### config.mk
export PLATFORM = sky130hd
export DESIGN_NAME = mips_cpu_muldiv
export DESIGN_NICKNAME = d
export VERILOG_FILES = /design/src/rtl/mips_cpu_pkg.sv /design/src/rtl/mips_cpu_muldiv.sv
export SDC_FILE = /design/constraint.sdc
export NUM_CORES = 1
export LEC_CHECK = 0
export ABC_AREA = 1
export CAP_MARGIN = 20
export CORE_MARGIN = 2
export CORE_UTILIZATION = 55
export CTS_BUF_LIST = sky130_fd_sc_hd__clkbuf_4
export CTS_CLUSTER_DIAMETER = 50
export DETAILED_ROUTE_END_ITERATION = 10
export GPL_ROUTABILITY_DRIVEN = 1
export PLACE_DENSITY = 0.78
export SLEW_MARGIN = 20
export SYNTH_ARGS = -nofsm -noshare
export SYNTH_HDL_FRONTEND = slang
export SYNTH_SLANG_ARGS = --single-unit
### constraint.sdc
create_clock -name clk -period 3 [get_ports clk]
set_input_delay 0.3 -clock clk [delete_from_list [all_inputs] [get_ports clk]]
set_output_delay 0.3 -clock clk [all_outputs]
set_load 0.01 [all_outputs]
### src/rtl/mips_cpu_pkg.sv
// mips_cpu_pkg: shared CPU types (opcodes, SPECIAL function codes, mul/div op and FSM state).
// Rev 1.1
`default_nettype none

package mips_cpu_pkg;

  typedef enum logic [5:0] {
    OP_SPECIAL = 6'h00,
    OP_J       = 6'h02,
    OP_JAL     = 6'h03,
    OP_BEQ     = 6'h04,
    OP_BNE     = 6'h05,
    OP_ADDIU   = 6'h09,
    OP_LW      = 6'h23,
    OP_SW      = 6'h2B
  } opcode_t;

  typedef enum logic [5:0] {
    F_SLL   = 6'h00,
    F_JR    = 6'h08,
    F_MFHI  = 6'h10,
    F_MTHI  = 6'h11,
    F_MFLO  = 6'h12,
    F_MTLO  = 6'h13,
    F_MULT  = 6'h18,
    F_MULTU = 6'h19,
    F_DIV   = 6'h1A,
    F_DIVU  = 6'h1B,
    F_ADDU  = 6'h21,
    F_SUBU  = 6'h23
  } funct_t;

  // Codes 6 and 7 are left undefined and act as no-ops in the mul/div unit.
  typedef enum logic [2:0] {
    MD_MULT  = 3'd0,
    MD_MULTU = 3'd1,
    MD_DIV   = 3'd2,
    MD_DIVU  = 3'd3,
    MD_MTHI  = 3'd4,
    MD_MTLO  = 3'd5
  } muldiv_op_t;

  typedef enum logic [1:0] {
    S_IDLE = 2'd0,
    S_MUL  = 2'd1,
    S_DIV  = 2'd2,
    S_FIX  = 2'd3
  } muldiv_state_t;

  function automatic logic [2:0] funct_to_muldiv(input funct_t f);
    case (f)
      F_MULT:  return MD_MULT;
      F_MULTU: return MD_MULTU;
      F_DIV:   return MD_DIV;
      F_DIVU:  return MD_DIVU;
      F_MTHI:  return MD_MTHI;
      F_MTLO:  return MD_MTLO;
      default: return 3'b111;
    endcase
  endfunction

endpackage

`default_nettype wire

### src/rtl/mips_cpu_muldiv.sv
// mips_cpu_muldiv: iterative HI/LO multiply/divide unit (shift-add / restoring, WIDTH steps).
// Rev 1.1
`default_nettype none

module mips_cpu_muldiv
  import mips_cpu_pkg::*;
#(
  parameter int WIDTH      = 32,
  parameter bit SIGNED_FIX = 1'b1
) (
  input  logic             clk,
  input  logic             reset,
  input  logic             clk_enable,
  input  logic             start,
  input  logic [2:0]       op,
  input  logic [WIDTH-1:0] a,
  input  logic [WIDTH-1:0] b,
  output logic             busy,
  output logic             done,
  output logic [WIDTH-1:0] hi,
  output logic [WIDTH-1:0] lo
);

  localparam int            CW   = $clog2(WIDTH) + 1;
  localparam logic [CW-1:0] LAST = CW'(WIDTH - 1);

  muldiv_state_t      state_q, state_d;
  logic [CW-1:0]      cnt_q, cnt_d;
  // MUL: {partial product high, multiplier/product low}; DIV: {remainder, dividend/quotient}
  logic [2*WIDTH-1:0] acc_q, acc_d;
  logic [WIDTH-1:0]   opnd_q, opnd_d;
  logic [WIDTH-1:0]   a_q, a_d;
  logic [WIDTH-1:0]   hi_q, hi_d;
  logic [WIDTH-1:0]   lo_q, lo_d;
  logic               is_div_q, is_div_d;
  logic               neg_q, neg_d;
  logic               nrem_q, nrem_d;
  logic               bzero_q, bzero_d;
  logic               done_q, done_d;

  logic               signed_op;
  logic               sign_a, sign_b;
  logic [WIDTH-1:0]   mag_a, mag_b;
  logic [WIDTH:0]     mul_sum;
  logic [WIDTH:0]     div_shift;
  logic [WIDTH:0]     div_diff;
  logic               div_ge;

  assign signed_op = SIGNED_FIX && ((op == MD_MULT) || (op == MD_DIV));
  assign sign_a    = signed_op & a[WIDTH-1];
  assign sign_b    = signed_op & b[WIDTH-1];
  assign mag_a     = sign_a ? -a : a;
  assign mag_b     = sign_b ? -b : b;

  assign mul_sum   = {1'b0, acc_q[2*WIDTH-1:WIDTH]} + (acc_q[0] ? {1'b0, opnd_q} : '0);
  assign div_shift = acc_q[2*WIDTH-1:WIDTH-1];
  assign div_ge    = (div_shift >= {1'b0, opnd_q});
  assign div_diff  = div_shift - {1'b0, opnd_q};

  always_ff @(posedge clk) begin
    if (reset) begin
      state_q  <= S_IDLE;
      cnt_q    <= '0;
      acc_q    <= '0;
      opnd_q   <= '0;
      a_q      <= '0;
      hi_q     <= '0;
      lo_q     <= '0;
      is_div_q <= 1'b0;
      neg_q    <= 1'b0;
      nrem_q   <= 1'b0;
      bzero_q  <= 1'b0;
      done_q   <= 1'b0;
    end else if (clk_enable) begin
      state_q  <= state_d;
      cnt_q    <= cnt_d;
      acc_q    <= acc_d;
      opnd_q   <= opnd_d;
      a_q      <= a_d;
      hi_q     <= hi_d;
      lo_q     <= lo_d;
      is_div_q <= is_div_d;
      neg_q    <= neg_d;
      nrem_q   <= nrem_d;
      bzero_q  <= bzero_d;
      done_q   <= done_d;
    end
  end

  always_comb begin
    state_d  = state_q;
    cnt_d    = cnt_q;
    acc_d    = acc_q;
    opnd_d   = opnd_q;
    a_d      = a_q;
    hi_d     = hi_q;
    lo_d     = lo_q;
    is_div_d = is_div_q;
    neg_d    = neg_q;
    nrem_d   = nrem_q;
    bzero_d  = bzero_q;
    done_d   = 1'b0;

    case (state_q)
      S_IDLE: begin
        if (start) begin
          case (op)
            MD_MULT, MD_MULTU: begin
              state_d  = S_MUL;
              cnt_d    = '0;
              acc_d    = {{WIDTH{1'b0}}, mag_b};
              opnd_d   = mag_a;
              is_div_d = 1'b0;
              neg_d    = sign_a ^ sign_b;
            end
            MD_DIV, MD_DIVU: begin
              state_d  = S_DIV;
              cnt_d    = '0;
              acc_d    = {{WIDTH{1'b0}}, mag_a};
              opnd_d   = mag_b;
              a_d      = a;
              is_div_d = 1'b1;
              neg_d    = sign_a ^ sign_b;
              nrem_d   = sign_a;
              bzero_d  = (b == '0);
            end
            MD_MTHI: hi_d = a;
            MD_MTLO: lo_d = a;
            default: ;
          endcase
        end
      end
      S_MUL: begin
        acc_d = {mul_sum, acc_q[WIDTH-1:1]};
        cnt_d = cnt_q + 1'b1;
        if (cnt_q == LAST) begin
          state_d = S_FIX;
          cnt_d   = '0;
        end
      end
      S_DIV: begin
        acc_d = {(div_ge ? div_diff[WIDTH-1:0] : div_shift[WIDTH-1:0]),
                 acc_q[WIDTH-2:0], div_ge};
        cnt_d = cnt_q + 1'b1;
        if (cnt_q == LAST) begin
          state_d = S_FIX;
          cnt_d   = '0;
        end
      end
      S_FIX: begin
        state_d = S_IDLE;
        done_d  = 1'b1;
        if (!is_div_q) begin
          {hi_d, lo_d} = neg_q ? -acc_q : acc_q;
        end else if (bzero_q) begin
          // Divide by zero yields all-ones quotient and the dividend as remainder.
          lo_d = '1;
          hi_d = a_q;
        end else begin
          lo_d = neg_q  ? -acc_q[WIDTH-1:0]       : acc_q[WIDTH-1:0];
          hi_d = nrem_q ? -acc_q[2*WIDTH-1:WIDTH] : acc_q[2*WIDTH-1:WIDTH];
        end
      end
      default: state_d = S_IDLE;
    endcase
  end

  assign busy = (state_q != S_IDLE);
  assign done = done_q;
  assign hi   = hi_q;
  assign lo   = lo_q;

endmodule

`default_nettype wire

; ---- Yosys cells after proc, flatten, opt, wreduce, memory -nomap -nowiden
; Cells that the tools add are included.
[op_classes]
n_addsub = 8
n_lt_le_gt_ge = 1
eq_ne = 15
n_mux = 31
bitwise = 3
n_reduce_logical = 21
[ops]
columns = op, count
row1 = $mux 32, 14
row2 = $pmux 32 s2, 3
row3 = $pmux 64 s3, 1
row4 = $mux 64, 2
row5 = $neg 32->32, 4
row6 = $pmux 64 s2, 1
row7 = $neg 64->64, 1
row8 = $add 32x32->33, 1
row9 = $ge 33x32->1, 1
row10 = $logic_not 32->1, 1
row11 = $reduce_and 4->1, 8
row12 = $sub 32x32->32, 1
row13 = $mux 6, 3
row14 = $pmux 6 s2, 1
row15 = $reduce_bool 2->1, 4
row16 = $add 6x1->6 const B, 1
row17 = $eq 3x2->1 const B, 2
row18 = $eq 3x3->1 const B, 2
row19 = $eq 6x5->1 const B, 1
row20 = $ne 2x1->1 const B, 3
row21 = $pmux 2 s3, 1
row22 = $reduce_or 2->1, 3
row23 = $eq 2x2->1 const B, 2
row24 = $mux 2, 2
row25 = 14 further kinds, 16
[word_totals]
register_bits = 205
out_inout_bits = 66
wordCells = 91

; ---- Depth between registers and ports, before layout
[depth]
ltp_word = 7
mapped_depth = 21
ltp_nobuf = 19

; ---- Worst setup path after synthesis
; OpenSTA, ideal clock, no wires.
[synth_timing]
path_kind = reg2reg
start = reg acc_q[0]
end = reg acc_q[61]
setup_time_ps = 139
t_arrival_ps = 2333
required_ps = 2861
slack_ps = 527
path_stages_with_launch = 22
path_buffers = 2
synth_period_minus_slack_ps = 2473
path_cell_list = dfxtp_1 buf_2 clkbuf_1 nand2_1 inv_1 ha_1 inv_1 fa_1 inv_1 nand3_1 nand2_1 nand2_1 nand2_1 nand3_1 nand2_1 nand2_1 nand2_1 nand2_1 nand3_1 nand2_1 nand2_1 a21oi_2
[synth_via]
elab_chain_len = 3
[synth_rtl]
columns = item, line_no
row1 = start: declaration, mips_cpu_muldiv.sv:30  ; logic [2*WIDTH-1:0] acc_q, acc_d;
row2 = start signal: assignment, mips_cpu_muldiv.sv:64  ; acc_q <= '0;
row3 = start signal: assignment, mips_cpu_muldiv.sv:77  ; acc_q <= acc_d;
row4 = $mux 32, mips_cpu_muldiv.sv:55  ; assign mul_sum = {1'b0, acc_q[2*WIDTH-1:WIDTH]} + (acc_q[0] ? {1'b0, opnd_q} : '0);
row5 = $add 32x32->33, mips_cpu_muldiv.sv:55
row6 = $pmux 64 s3, mips_cpu_muldiv.sv:104  ; case (state_q)
; Every way passes these cells.
; A chain may end at the register's enable or synchronous reset.

; ---- Worst setup path in the final report
[layout_timing]
start = reg opnd_q[30]
end = reg acc_q[58]
[layout_via]
elab_chain_len = 3
[layout_rtl]
columns = item, line_no
row1 = start: declaration, mips_cpu_muldiv.sv:31  ; logic [WIDTH-1:0] opnd_q, opnd_d;
row2 = start signal: assignment, mips_cpu_muldiv.sv:78  ; opnd_q <= opnd_d;
row3 = $ge 33x32->1, mips_cpu_muldiv.sv:57  ; assign div_ge = (div_shift >= {1'b0, opnd_q});
row4 = $mux 32, mips_cpu_muldiv.sv:142  ; acc_d = {(div_ge ? div_diff[WIDTH-1:0] : div_shift[WIDTH-1:0]),
row5 = $pmux 64 s3, mips_cpu_muldiv.sv:104
; Every way passes these cells.

==> metrics.txt <==
# TYPE chip_impl_metric gauge
chip_impl_metric{name="timing_worst_slew_pin_value",unit="ps"} 1110
chip_impl_info{name="end_kind",value="flip-flop"} 1
chip_impl_metric{name="maxSlewViolCount",unit=""} 0
chip_impl_metric{name="syn_nets",unit=""} 3738
chip_impl_metric{name="die_footprint",unit="sq um"} 39200
chip_impl_metric{name="synthToLayoutAreaGrowth",unit="%"} 13.2
chip_impl_metric{name="critPathRequiredTime",unit="ps"} 3750
chip_impl_metric{name="timing.slew.headroom",unit="%"} 26.1
chip_impl_metric{name="vdd.ir_drop.worst",unit="mV"} 0.278
chip_impl_metric{name="synth_area",unit="sq um"} 20700
chip_impl_metric{name="path_clk_slew",unit="ps"} 70
chip_impl_info{name="cts_tree",value="done"} 1
chip_impl_metric{name="initial_utilization",unit="%"} 55.4
chip_impl_info{name="critical-path-top-cell-by-count",value="sky130_fd_sc_hd__nand2_1"} 1
chip_impl_info{name="root_buffer",value="sky130_fd_sc_hd__clkbuf_4"} 1
chip_impl_info{name="cp_cell_sequence",value="inv_1, ha_1, nand2_2, nor3_4, nand2_1, a21oi_4, nor2_8, nand2_8, nand2_4, nand2_1, nand2_1, nand2_1, nand2_1, a21oi_2"} 1
chip_impl_metric{name="fp-row-count",unit=""} 71
chip_impl_metric{name="multi_input_comb_area",unit="sq um"} 14000
chip_impl_metric{name="pwr-share-comb",unit="%"} 49.2
chip_impl_metric{name="number_of_hold_violations_in_the_final_report",unit=""} 0
chip_impl_metric{name="global_route_wire_length_before_repair",unit="microns"} 131000
chip_impl_metric{name="route.antenna.remaining_nets",unit=""} 0
chip_impl_metric{name="detail_route.wirelength",unit="microns"} 88400
chip_impl_metric{name="final.period_utilization",unit="%"} 93.6
chip_impl_metric{name="via_count",unit=""} 25300
chip_impl_metric{name="switching_power",unit="uW"} 5450
chip_impl_metric{name="number_of_remaining_drc_errors",unit=""} 0
chip_impl_info{name="worstHoldPathType",value="primary input to flip-flop"} 1
chip_impl_metric{name="grt_overflow_total",unit=""} 0
chip_impl_metric{name="clock_latency",unit="ps"} 850
chip_impl_metric{name="critical_path_arrival",unit="ps"} 3550
chip_impl_metric{name="sw_frac_of_total",unit="%"} 47.5
chip_impl_metric{name="synth_largest_type_area_fraction",unit="%"} 19.9
chip_impl_metric{name="ys.warnings.count",unit=""} 0
chip_impl_metric{name="htree_num_levels",unit=""} 2
chip_impl_metric{name="async_flop_share",unit="%"} 0
chip_impl_metric{name="routed_vias_inst",unit=""} 5.94
chip_impl_metric{name="port_buffer_count",unit=""} 136
chip_impl_metric{name="cts_made_buffers",unit=""} 58
chip_impl_metric{name="grt_pass1_vias",unit=""} 22400
chip_impl_metric{name="netlist-cell-type-count",unit=""} 60
chip_impl_metric{name="fin_worst_skew",unit="ps"} 38.7
chip_impl_metric{name="firstDrtPassIters",unit=""} 8
chip_impl_info{name="critical-path-slowest-cell",value="sky130_fd_sc_hd__ha_1"} 1
chip_impl_info{name="ys.flop_type",value="sky130_fd_sc_hd__dfxtp_1"} 1
chip_impl_metric{name="largest_net_degree_at_the_start_of_global_routing",unit=""} 96
chip_impl_info{name="yosysTopAreaCell",value="sky130_fd_sc_hd__dfxtp_1"} 1
chip_impl_metric{name="finalSetupViolations",unit=""} 0
chip_impl_metric{name="die_h",unit="microns"} 198
chip_impl_metric{name="final_layout_size_suffix_gt1_share",unit="%"} 10.4
chip_impl_metric{name="numClockSinks",unit=""} 205
chip_impl_metric{name="postLayoutCoreUtil",unit="%"} 62.7
chip_impl_metric{name="core",unit="sq um"} 37300
chip_impl_info{name="rsz0062_at_grt",value="false"} 1
chip_impl_metric{name="synth_seq_cells",unit=""} 205
chip_impl_metric{name="share_of_power_burned_in_registers",unit="%"} 28.2
chip_impl_metric{name="cell_internal_pwr",unit="uW"} 6010
chip_impl_metric{name="edff_count_synth",unit=""} 0
chip_impl_metric{name="die-width",unit="microns"} 198
chip_impl_info{name="crit_path_start_kind",value="flip-flop"} 1
chip_impl_info{name="dominant_cells_by_area_after_synthesis",value="sky130_fd_sc_hd__dfxtp_1 20%, sky130_fd_sc_hd__nand2_1 19%, sky130_fd_sc_hd__inv_1 8.5%"} 1
chip_impl_metric{name="max_freq",unit="GHz"} 0.356
chip_impl_metric{name="critPathMaxStageDelay",unit="ps"} 470
chip_impl_metric{name="gp_congestion",unit=""} 1.09
chip_impl_metric{name="post_synth.cell_area_avg",unit="sq um"} 5.75
chip_impl_metric{name="grt_antenna_before_repair",unit=""} 4
chip_impl_metric{name="fillCellCount",unit=""} 3848
chip_impl_metric{name="hold-worst-slack",unit="ps"} 69.3
chip_impl_metric{name="drt-wirelength-per-cell",unit="microns"} 20.8
chip_impl_metric{name="cp_max_fo",unit=""} 33
chip_impl_info{name="path_delay_family",value="simple AND/OR/NAND/NOR gates"} 1
chip_impl_metric{name="timing.final.crit_period",unit="ps"} 2810
chip_impl_metric{name="clock_power_share",unit="%"} 22.6
chip_impl_metric{name="power.density",unit="nW/um^2"} 490
chip_impl_metric{name="grt.total_usage",unit="%"} 44.3
chip_impl_metric{name="cp_num_buf_inv",unit=""} 1
chip_impl_metric{name="ys_seq_area_share",unit="%"} 19.9
chip_impl_metric{name="post_synth_inst_count",unit=""} 3592
chip_impl_metric{name="drtIter0Drc",unit=""} 3733
chip_impl_metric{name="drv.max_cap_violation_count",unit=""} 0
chip_impl_metric{name="nNetsFinal",unit=""} 3883
chip_impl_metric{name="setup_total_negative_slack",unit="ps"} 0
chip_impl_info{name="status",value="completed"} 1
chip_impl_metric{name="ioPinCount",unit=""} 137
chip_impl_info{name="timing_worst_setup_path_type",value="flip-flop to flip-flop"} 1
chip_impl_metric{name="place.detailed.hpwl",unit="microns"} 70800
chip_impl_metric{name="sequential_cell_area",unit="sq um"} 4110
chip_impl_metric{name="p_leak",unit="uW"} 0.0117
chip_impl_metric{name="cts_max_path_buffers",unit=""} 3
[metal layers]
layer | up-vias | GRT usage (%) | routed length (microns)
li1 | 11900 | - | -
met3 | 320 | 10.7 | 12400
met4 | 2 | 28.0 | 6410
met1 | 11300 | 59.3 | 34200
met2 | 1742 | 63.4 | 35300
met5 | - | 0 | 8
[power by group through the flow]
stage | logic, uW | clock network, uW | registers [uW]
floorplan | 3740 | 0 | 3260
global placement | 5410 | 0 | 3270
detailed placement | 5420 | 0 | 3270
CTS | 5450 | 2590 | 3210
global route | 6040 | 2730 | 3240
finish | 5640 | 2590 | 3230
[cells by family (layout without fill, tap and decap cells)]
| family | count (synthesis) | after routing | synth area share, % |
|---|---|---|---|
| and+or+nand+nor | 1895 | 1895 | 40.2 |
| AOI/OAI and AO/OA | 706 | 706 | 19.5 |
| buffers and inverters | 632 | 816 | 12.4 |
| DFF | 205 | 205 | 19.9 |
| xor gates and xnor gates | 79 | 79 | 3.35 |
| adders and majority gates | 75 | 75 | 4.61 |
| other | 0 | 4 | 0 |
[Yosys cell counts, types with 6 or more instances]
| cell | instances |
|---|---|
| sky130_fd_sc_hd__a22oi_1 | 37 |
| sky130_fd_sc_hd__clkbuf_1 | 83 |
| sky130_fd_sc_hd__o21ai_0 | 249 |
| sky130_fd_sc_hd__o22ai_1 | 33 |
| sky130_fd_sc_hd__nand3_1 | 229 |
| sky130_fd_sc_hd__inv_1 | 466 |
| sky130_fd_sc_hd__and2_1 | 12 |
| sky130_fd_sc_hd__xor2_1 | 62 |
| sky130_fd_sc_hd__a21oi_2 | 34 |
| sky130_fd_sc_hd__nor2_2 | 22 |
| sky130_fd_sc_hd__ha_1 | 73 |
| sky130_fd_sc_hd__nand2_1 | 1031 |
| sky130_fd_sc_hd__or2_2 | 17 |
| sky130_fd_sc_hd__inv_2 | 19 |
| sky130_fd_sc_hd__a31oi_1 | 11 |
| sky130_fd_sc_hd__nor3_1 | 34 |
| sky130_fd_sc_hd__nand4_1 | 41 |
| sky130_fd_sc_hd__o221ai_1 | 6 |
| sky130_fd_sc_hd__nor2_1 | 386 |
| sky130_fd_sc_hd__buf_6 | 9 |
| sky130_fd_sc_hd__xnor2_1 | 17 |
| sky130_fd_sc_hd__o211ai_1 | 34 |
| sky130_fd_sc_hd__nand2_2 | 39 |
| sky130_fd_sc_hd__o21ai_1 | 22 |
| sky130_fd_sc_hd__nand3_2 | 49 |
| sky130_fd_sc_hd__nor2_4 | 8 |
| sky130_fd_sc_hd__dfxtp_1 | 205 |
| sky130_fd_sc_hd__buf_2 | 40 |
| sky130_fd_sc_hd__o31ai_1 | 7 |
| sky130_fd_sc_hd__nand3b_1 | 12 |
| sky130_fd_sc_hd__a21oi_1 | 245 |
| sky130_fd_sc_hd__o21bai_1 | 6 |
[area by class of cell]
type | instances | area share, %
diodes | 4 | 0.0428
clock buffers | 79 | 2.53
clock inverters | 20 | 0.412
inverters | 488 | 7.83
multi-input cells | 2755 | 59.9
flip-flops and latches | 205 | 17.6
well taps | 474 | 2.53
repair buffers | 229 | 9.23
[registers in the layout, indices dropped and copies added (netlist names)]
| register | count |
|---|---|
| a_q | 32 |
| lo | 32 |
| cnt_q | 6 |
| opnd_q | 32 |
| nrem_q | 1 |
| done | 1 |
| state_q | 2 |
| neg_q | 1 |
| is_div_q | 1 |
| bzero_q | 1 |
| acc_q | 64 |
| hi | 32 |
[placed cells by master (no fill, tap or decap), types with 49 or more instances in the layout]
cell	instances
sky130_fd_sc_hd__a21oi_1	245
sky130_fd_sc_hd__dfxtp_1	203
sky130_fd_sc_hd__clkdlybuf4s50_1	135
sky130_fd_sc_hd__clkbuf_4	79
sky130_fd_sc_hd__ha_1	72
sky130_fd_sc_hd__nand3_2	49
sky130_fd_sc_hd__inv_1	466
sky130_fd_sc_hd__buf_4	85
sky130_fd_sc_hd__xor2_1	62
sky130_fd_sc_hd__nand2_1	1031
sky130_fd_sc_hd__nor2_1	385
sky130_fd_sc_hd__o21ai_0	249
sky130_fd_sc_hd__nand3_1	229
[path summary, 6_finish.rpt]
check / startpoint / end / slack [ps] / cells after the start
worst max-delay path: opnd_q[30] / acc_q[58] / 190 / 14
worst min-delay path: a[0] / opnd_q[0] / 70 / 3
worst max register to register: opnd_q[30] / acc_q[58] / 190 / 14
worst min register to register: lo[0] / lo[0] / 480 / 2
[worst register-to-register path, delay by kind of cell, from the launching register on]
family	cells	cell delay (ps)
buffers and inverters	1	180
adder cells (fa/ha/maj)	1	470
AO/OA/AOI/OAI	2	350
AND/OR/NAND/NOR	10	1280
flip-flops	1	450
[metrics by stage]
step / std cells / total power [uW] / worst slack [ps] / instance area (sq um)
finish: 4254 / 11500 / 193 / 23400
global placement: 4150 / 8680 / 309 / 22700
floorplan: 3592 / 7000 / 527 / 20700
global route: 4251 / 12000 / 95.3 / 23400
detailed placement: 4150 / 8690 / 277 / 22700
CTS: 4250 / 11200 / 270 / 23400
[timing repair]
item | in CTS | in global routing
resized for setup | 0 | 1
setup buffers | 0 | 0
endpoints found under the setup margin | 0 | 1
hold buffers | 1 | 0
endpoints found under the hold margin | 8 | 0
(Power assumes the default switching activity.)
